<file path="config.mk">
export PLATFORM = sky130hd
export DESIGN_NAME = ram_port_arbiter
export DESIGN_NICKNAME = d
export VERILOG_FILES = /design/src/rtl/ram_arb_pkg.sv /design/src/rtl/ram_port_arbiter_rr_arb2.sv /design/src/rtl/ram_port_arbiter.sv
export SDC_FILE = /design/constraint.sdc
export NUM_CORES = 1
export LEC_CHECK = 0
export ABC_AREA = 1
export CAP_MARGIN = 20
export CORE_AREA = 5 5 75 77
export CTS_BUF_LIST = sky130_fd_sc_hd__clkbuf_8
export DETAILED_ROUTE_END_ITERATION = 16
export DIE_AREA = 0 0 80 82
export PLACE_DENSITY = 0.74
export SLEW_MARGIN = 5
export SYNTH_ARGS = -nofsm -noshare
export SYNTH_HDL_FRONTEND = slang
export SYNTH_HIERARCHICAL = 1
export SYNTH_SLANG_ARGS = --single-unit
</file>
<file path="constraint.sdc">
create_clock -name clk -period 2.5 [get_ports clk]
set_input_delay 0.75 -clock clk [delete_from_list [all_inputs] [get_ports clk]]
set_output_delay 0.75 -clock clk [all_outputs]
set_load 0.1 [all_outputs]
</file>
<file path="src/rtl/ram_arb_pkg.sv">
// Shared types and constants for the RAM port arbiter: FSM state encoding,
// requester/owner codes and the inactive level of the active-low strobes.
package ram_arb_pkg;

  // Transaction sequencer states.
  typedef enum logic [1:0] {
    ST_IDLE   = 2'b00,
    ST_ADDR   = 2'b01,
    ST_ACCESS = 2'b10,
    ST_DONE   = 2'b11
  } state_e;

  // Owner codes, also driven directly onto the owner output.
  typedef enum logic [1:0] {
    OWN_NONE = 2'b00,
    OWN_CPU  = 2'b01,
    OWN_LDR  = 2'b10
  } owner_e;

  // All memory strobes are active low, matching the control-word polarity.
  localparam logic STROBE_OFF = 1'b1;

  // Hold counter width; covers the legal HOLD_CYCLES range 1..7.
  localparam int CNT_W = 3;

endpackage : ram_arb_pkg

</file>
<file path="src/rtl/ram_port_arbiter_rr_arb2.sv">
// Two-way round-robin grant logic with last-owner register.
// With lock_i high, a pending loader request always wins and a completing
// loader transaction leaves the round-robin pointer on the CPU.
module rr_arb2
  import ram_arb_pkg::*;
(
  input  logic   clk,
  input  logic   rst_n,
  input  logic   cpu_req_i,
  input  logic   ldr_req_i,
  input  logic   lock_i,
  input  logic   update_i,
  input  owner_e done_owner_i,
  output owner_e grant_o
);

  owner_e last_q, last_d;

  // Grant decision: single requester wins outright, a tie goes to whoever
  // did not own the bus last (or to the loader while locked).
  always_comb begin
    // NOTE: every combinational output gets a default first so no path
    // leaves it unassigned, which would otherwise infer a latch.
    grant_o = OWN_NONE;
    if (cpu_req_i && ldr_req_i) begin
      grant_o = (lock_i || (last_q == OWN_CPU)) ? OWN_LDR : OWN_CPU;
    end else if (cpu_req_i) begin
      grant_o = OWN_CPU;
    end else if (ldr_req_i) begin
      grant_o = OWN_LDR;
    end
  end

  // Pointer update on transaction completion.
  always_comb begin
    last_d = last_q;
    if (update_i && (done_owner_i != OWN_NONE)) begin
      last_d = (lock_i && (done_owner_i == OWN_LDR)) ? OWN_CPU : done_owner_i;
    end
  end

  // Last-owner register; after reset the loader wins the first tie.
  always_ff @(posedge clk) begin
    // NOTE: sequential state uses non-blocking assignments so every
    // register samples its inputs from before the edge.
    if (!rst_n) begin
      last_q <= OWN_CPU;
    end else begin
      last_q <= last_d;
    end
  end

endmodule : rr_arb2

</file>
<file path="src/rtl/ram_port_arbiter.sv">
// Shares one MAR/RAM pair between the CPU control block and an external
// program loader. Each access: MAR load strobe for one cycle, then the RAM
// read or write strobe for HOLD_CYCLES cycles, then a one-cycle ack.
// Optional feature macro: ARB_LOCK_EN adds the ldr_lock input, which keeps
// the bus with the loader while held.
module ram_port_arbiter
  import ram_arb_pkg::*;
#(
  parameter int ADDR_W      = 4,
  parameter int DATA_W      = 8,
  parameter int HOLD_CYCLES = 1   // legal range 1..7
) (
  input  logic              clk,
  input  logic              rst_n,
  input  logic              cpu_req,
  input  logic              cpu_we,
  input  logic [ADDR_W-1:0] cpu_addr,
  input  logic [DATA_W-1:0] cpu_wdata,
  output logic              cpu_ack,
  input  logic              ldr_req,
  input  logic              ldr_we,
  input  logic [ADDR_W-1:0] ldr_addr,
  input  logic [DATA_W-1:0] ldr_wdata,
`ifdef ARB_LOCK_EN
  input  logic              ldr_lock,
`endif
  output logic              ldr_ack,
  output logic [DATA_W-1:0] rdata,
  output logic [ADDR_W-1:0] ram_addr,
  output logic [DATA_W-1:0] ram_wdata,
  input  logic [DATA_W-1:0] ram_rdata,
  output logic              mar_addr_load_n,
  output logic              ram_en_n,
  output logic              ram_load_n,
  output logic              busy,
  output logic [1:0]        owner
);

  localparam logic [CNT_W-1:0] HOLD_LAST = CNT_W'(HOLD_CYCLES - 1);

  state_e            state_q, state_d;
  owner_e            owner_q, owner_d;
  logic              we_q, we_d;
  logic [ADDR_W-1:0] addr_q, addr_d;
  logic [DATA_W-1:0] wdata_q, wdata_d;
  logic [DATA_W-1:0] rdata_q, rdata_d;
  logic [CNT_W-1:0]  cnt_q, cnt_d;

  owner_e grant;
  logic   lock;

`ifdef ARB_LOCK_EN
  assign lock = ldr_lock;
`else
  assign lock = 1'b0;
`endif

  rr_arb2 u_rr_arb2 (
    .clk          (clk),
    .rst_n        (rst_n),
    .cpu_req_i    (cpu_req),
    .ldr_req_i    (ldr_req),
    .lock_i       (lock),
    .update_i     (state_q == ST_DONE),
    .done_owner_i (owner_q),
    .grant_o      (grant)
  );

  // Next-state logic: grant and latch the request, then sequence the
  // MAR load, the timed RAM access and the completion cycle.
  always_comb begin
    state_d = state_q;
    owner_d = owner_q;
    we_d    = we_q;
    addr_d  = addr_q;
    wdata_d = wdata_q;
    rdata_d = rdata_q;
    cnt_d   = cnt_q;
    case (state_q)
      ST_IDLE: begin
        if (grant == OWN_CPU) begin
          owner_d = OWN_CPU;
          we_d    = cpu_we;
          addr_d  = cpu_addr;
          wdata_d = cpu_wdata;
          state_d = ST_ADDR;
        end else if (grant == OWN_LDR) begin
          owner_d = OWN_LDR;
          we_d    = ldr_we;
          addr_d  = ldr_addr;
          wdata_d = ldr_wdata;
          state_d = ST_ADDR;
        end
      end
      ST_ADDR: begin
        cnt_d   = HOLD_LAST;
        state_d = ST_ACCESS;
      end
      ST_ACCESS: begin
        if (cnt_q == '0) begin
          if (!we_q) begin
            rdata_d = ram_rdata;
          end
          state_d = ST_DONE;
        end else begin
          cnt_d = cnt_q - 1'b1;
        end
      end
      ST_DONE: begin
        owner_d = OWN_NONE;
        state_d = ST_IDLE;
      end
      default: state_d = ST_IDLE;
    endcase
  end

  // State and datapath registers; reset discards any transaction in flight.
  always_ff @(posedge clk) begin
    if (!rst_n) begin
      state_q <= ST_IDLE;
      owner_q <= OWN_NONE;
      we_q    <= 1'b0;
      addr_q  <= '0;
      wdata_q <= '0;
      rdata_q <= '0;
      cnt_q   <= '0;
    end else begin
      state_q <= state_d;
      owner_q <= owner_d;
      we_q    <= we_d;
      addr_q  <= addr_d;
      wdata_q <= wdata_d;
      rdata_q <= rdata_d;
      cnt_q   <= cnt_d;
    end
  end

  // Strobes and acks decode straight from the registered state, so at most
  // one strobe can be low and everything releases on the reset edge.
  always_comb begin
    mar_addr_load_n = STROBE_OFF;
    ram_en_n        = STROBE_OFF;
    ram_load_n      = STROBE_OFF;
    cpu_ack         = 1'b0;
    ldr_ack         = 1'b0;
    case (state_q)
      ST_ADDR:   mar_addr_load_n = ~STROBE_OFF;
      ST_ACCESS: begin
        if (we_q) ram_load_n = ~STROBE_OFF;
        else      ram_en_n   = ~STROBE_OFF;
      end
      ST_DONE: begin
        cpu_ack = (owner_q == OWN_CPU);
        ldr_ack = (owner_q == OWN_LDR);
      end
      default: ;
    endcase
  end

  assign busy      = (state_q != ST_IDLE);
  assign owner     = owner_q;
  assign ram_addr  = addr_q;
  assign ram_wdata = wdata_q;
  assign rdata     = rdata_q;

endmodule : ram_port_arbiter
</file>
==> impl_metrics.py <==
metrics = {
    "status": {
        "outcome": "finished clean",
    },
    "hold_path": {
        "whs_path_depth": 2,
        "hp-class": "register to register",
        "holdPathEnd": "rdata[5]",
        "min_from": "rdata[5]",
    },
    "worst_setup_path": {
        "crit_arrival_ps": 2340,
        "critPathMaxFanout": 10,
        "cp-end-kind": "register",
        "r2r_start": "u_rr_arb2/last_q[1]",
        "r2r_end": "ram_wdata[7]",
        "rrSetupSlack_ps": 880,
        "crit_type": "primary input to register",
        "cp.required_ps": 2670,
        "rr_worst_depth": 10,
        "cp-start-kind": "primary input",
    },
    "synth": {
        "yosysTopAreaCell": "dfxtp_1",
        "synth_xor_area_frac": 0,
        "synth_compound_area_frac": 0.107,
        "avgSynthCellArea_um2": 7.26,
        "synth.cell_area_um2": 1620,
        "synth.distinct_cells": 24,
        "synth.area.mux_share": 0,
        "ys_ff_latch": 30,
        "synth_seq_area_share": 0.371,
        "synth.area.top_cells": "dfxtp_1, nand2_1, inv_1, nor2_1, nor3b_2",
        "yosys.area.top_type_share": 0.371,
        "synthCells": 223,
        "synth_adder_area_share": 0.0541,
        "synth-simple-area-share": 0.333,
        "synth_top_family_by_area": "simple AND/OR/NAND/NOR gates",
        "ys_warn_count": 6,
    },
    "route": {
        "vias": 1609,
        "wl_per_cell_um": 11.3,
        "drc_errors": 0,
        "drt_first_iter_violations": 90,
        "drt_wl_total_um": 4100,
        "routed_via_density": 4.43,
        "first_pass_iters": 4,
        "antenna_left": 0,
    },
    "floorplanning": {
        "start_util": 0.327,
        "rows": 26,
        "io_pins": 66,
        "coreArea_um2": 4940,
        "die_area_um2": 6560,
        "die_h_um": 82,
        "fp.dieW_um": 80,
    },
    "placement": {
        "placed_area_um2": 2360,
        "dpl.hpwl_um": 3280,
        "gp_congestion": 0.755,
        "portBuffers": 65,
    },
    "sta": {
        "clock.fmax_mhz": 460,
        "rsz0062_at_grt": "no",
        "hold_viol_final": 0,
        "setup_viol": 0,
        "final.setup_skew_ps": 3.14,
        "min_period_ps": 2170,
        "drv_slew": 0,
        "period_share": 0.869,
    },
    "global_routing": {
        "grt_pass1_wl_um": 6730,
        "overflow": 0,
        "grt_pass1_vias": 1572,
        "grt_start_max_net_pins": 29,
        "antenna_found_initial": 0,
        "grt_util_all_layers": 0.131,
    },
    "pwr": {
        "p_total_w": 0.00287,
        "ir_worst_vdd_v": 0.000514,
        "clock_power_share": 0.137,
        "p_per_area_nw_per_um2": 1170,
        "seqPwrFrac": 0.238,
        "switching_share": 0.543,
        "internal-power_w": 0.00131,
        "power_switching_w": 0.00156,
        "p_leak_nw": 1.09,
        "power_frac_comb": 0.625,
    },
    "final_layout": {
        "drive_gt1_frac": 0.195,
        "multiInputGateArea_um2": 812,
        "fillers": 509,
        "seq_area_um2": 601,
        "area_growth_pct": 51.3,
        "fin_util": 0.495,
        "fin_area_um2": 2450,
        "antenna_cells": 0,
        "num-nets-final": 337,
    },
    "clock_tree": {
        "root_buffer": "clkbuf_8",
        "postCtsSetupRepairBufs": 0,
        "cts_hold_buf": 0,
        "cts_tree": "yes",
        "clk_pin_slew_ps": 60,
        "numCtsBuffers": 5,
        "clkSinkCount": 30,
        "clk_latency_ps": 270,
        "cts_resized": 0,
        "htree_num_levels": 2,
        "clk_path_buf_depth": 2,
    },
    "job": {
        "max_cap_violations": 0,
    },
}
worst max-delay path by stage:
stage / start / end / slack, ps / cells past startpoint
after floorplan: owner[0] / cpu_ack / -230 / 2
after global placement: ldr_req / ram_wdata[7] / 60 / 10
after global routing: ldr_req / ram_wdata[2] / 180 / 10
after CTS: ldr_req / ram_wdata[2] / 320 / 10
final: ldr_req / ram_wdata[7] / 330 / 10
after detailed placement: ldr_req / ram_addr[2] / 30 / 10
power groups by stage:
stage                     Combinational, W  Clock, W  Sequential [W]
after floorplan                   0.000667         0         0.00136
after global placement             0.00179         0        0.000692
after detailed placement           0.00181         0        0.000693
after CTS                          0.00181  0.000407        0.000685
after global routing               0.00188  0.000433        0.000699
final                              0.00180  0.000392        0.000684
metal layers:
metal  share of wire  track usage  vias to the layer above
li1                -            -                      842
met1            0.40        0.137                      709
met2            0.50        0.236                       54
met3           0.089       0.0537                        4
met4           0.010       0.0456                        0
met5               0            0                        -
cell families (layout without fill, tap and decap cells):
| group | Yosys count | in the layout |
|---|---|---|
| buffers and inverters | 46 | 115 |
| adders and majority gates | 7 | 7 |
| other | 1 | 2 |
| AOI/OAI and AO/OA | 33 | 33 |
| DFF | 30 | 30 |
| and+or+nand+nor | 106 | 106 |
cells in the mapped netlist:
cell type,number
clkinv_2,1
nor3b_2,8
a31oi_1,1
dfxtp_1,30
ha_1,7
nand2_4,1
buf_4,3
buf_6,4
o21ai_1,10
nor2_1,30
nand3_1,9
clkbuf_1,2
o21ai_0,5
conb_1,1
a21oi_2,1
a21boi_1,1
inv_1,35
nand2_1,41
nand3_2,1
nor3b_1,5
a21oi_1,15
inv_2,1
nand4_1,9
nand2_2,2
critical path, cell delays in order:
cell and delay [ps]:
clkdlybuf4s50_1 470, inv_1 40, a31oi_1 130, inv_1 60
ha_1 280, inv_1 110, nand2_4 90, buf_12 160
nor3b_1 190, nor2_1 60
final cells by class:
cell class / instances / area share
inverter: 37 / 0.0572
clock buffer: 6 / 0.0337
tap: 70 / 0.0358
timing repair buffer: 70 / 0.293
multi-input combinational: 148 / 0.331
clock inverter: 2 / 0.00358
sequential: 30 / 0.245
metrics by stage:
stage	instances	hold slack [ps]	setup WS (ps)	TNS (ps)
2_1_floorplan	224	457	-226	-451
3_3_place_gp	355	451	64.3	0
3_5_place_dp	355	455	29.6	0
4_1_cts	363	465	322	0
5_1_grt	363	490	175	0
6_report	363	461	327	0
registers in the layout, indices dropped and copies added (netlist names):
register and cells:
we_q 1, ram_addr 4, rdata 8, state_q 2
ram_wdata 8, owner 2, cnt_q 3, u_rr_arb2/last_q 2
layout by cell type (no fill, tap or decap), drive strengths merged, types with 6 or more instances in the layout:
cell type,instances
inv,37
dfxtp,30
ha,7
a21oi,16
nand3,10
buf,33
nor2,30
nor3b,13
clkdlybuf4s50,37
nand2,44
o21ai,15
nand4,9
clkbuf,6
(Power assumes the default switching activity.)
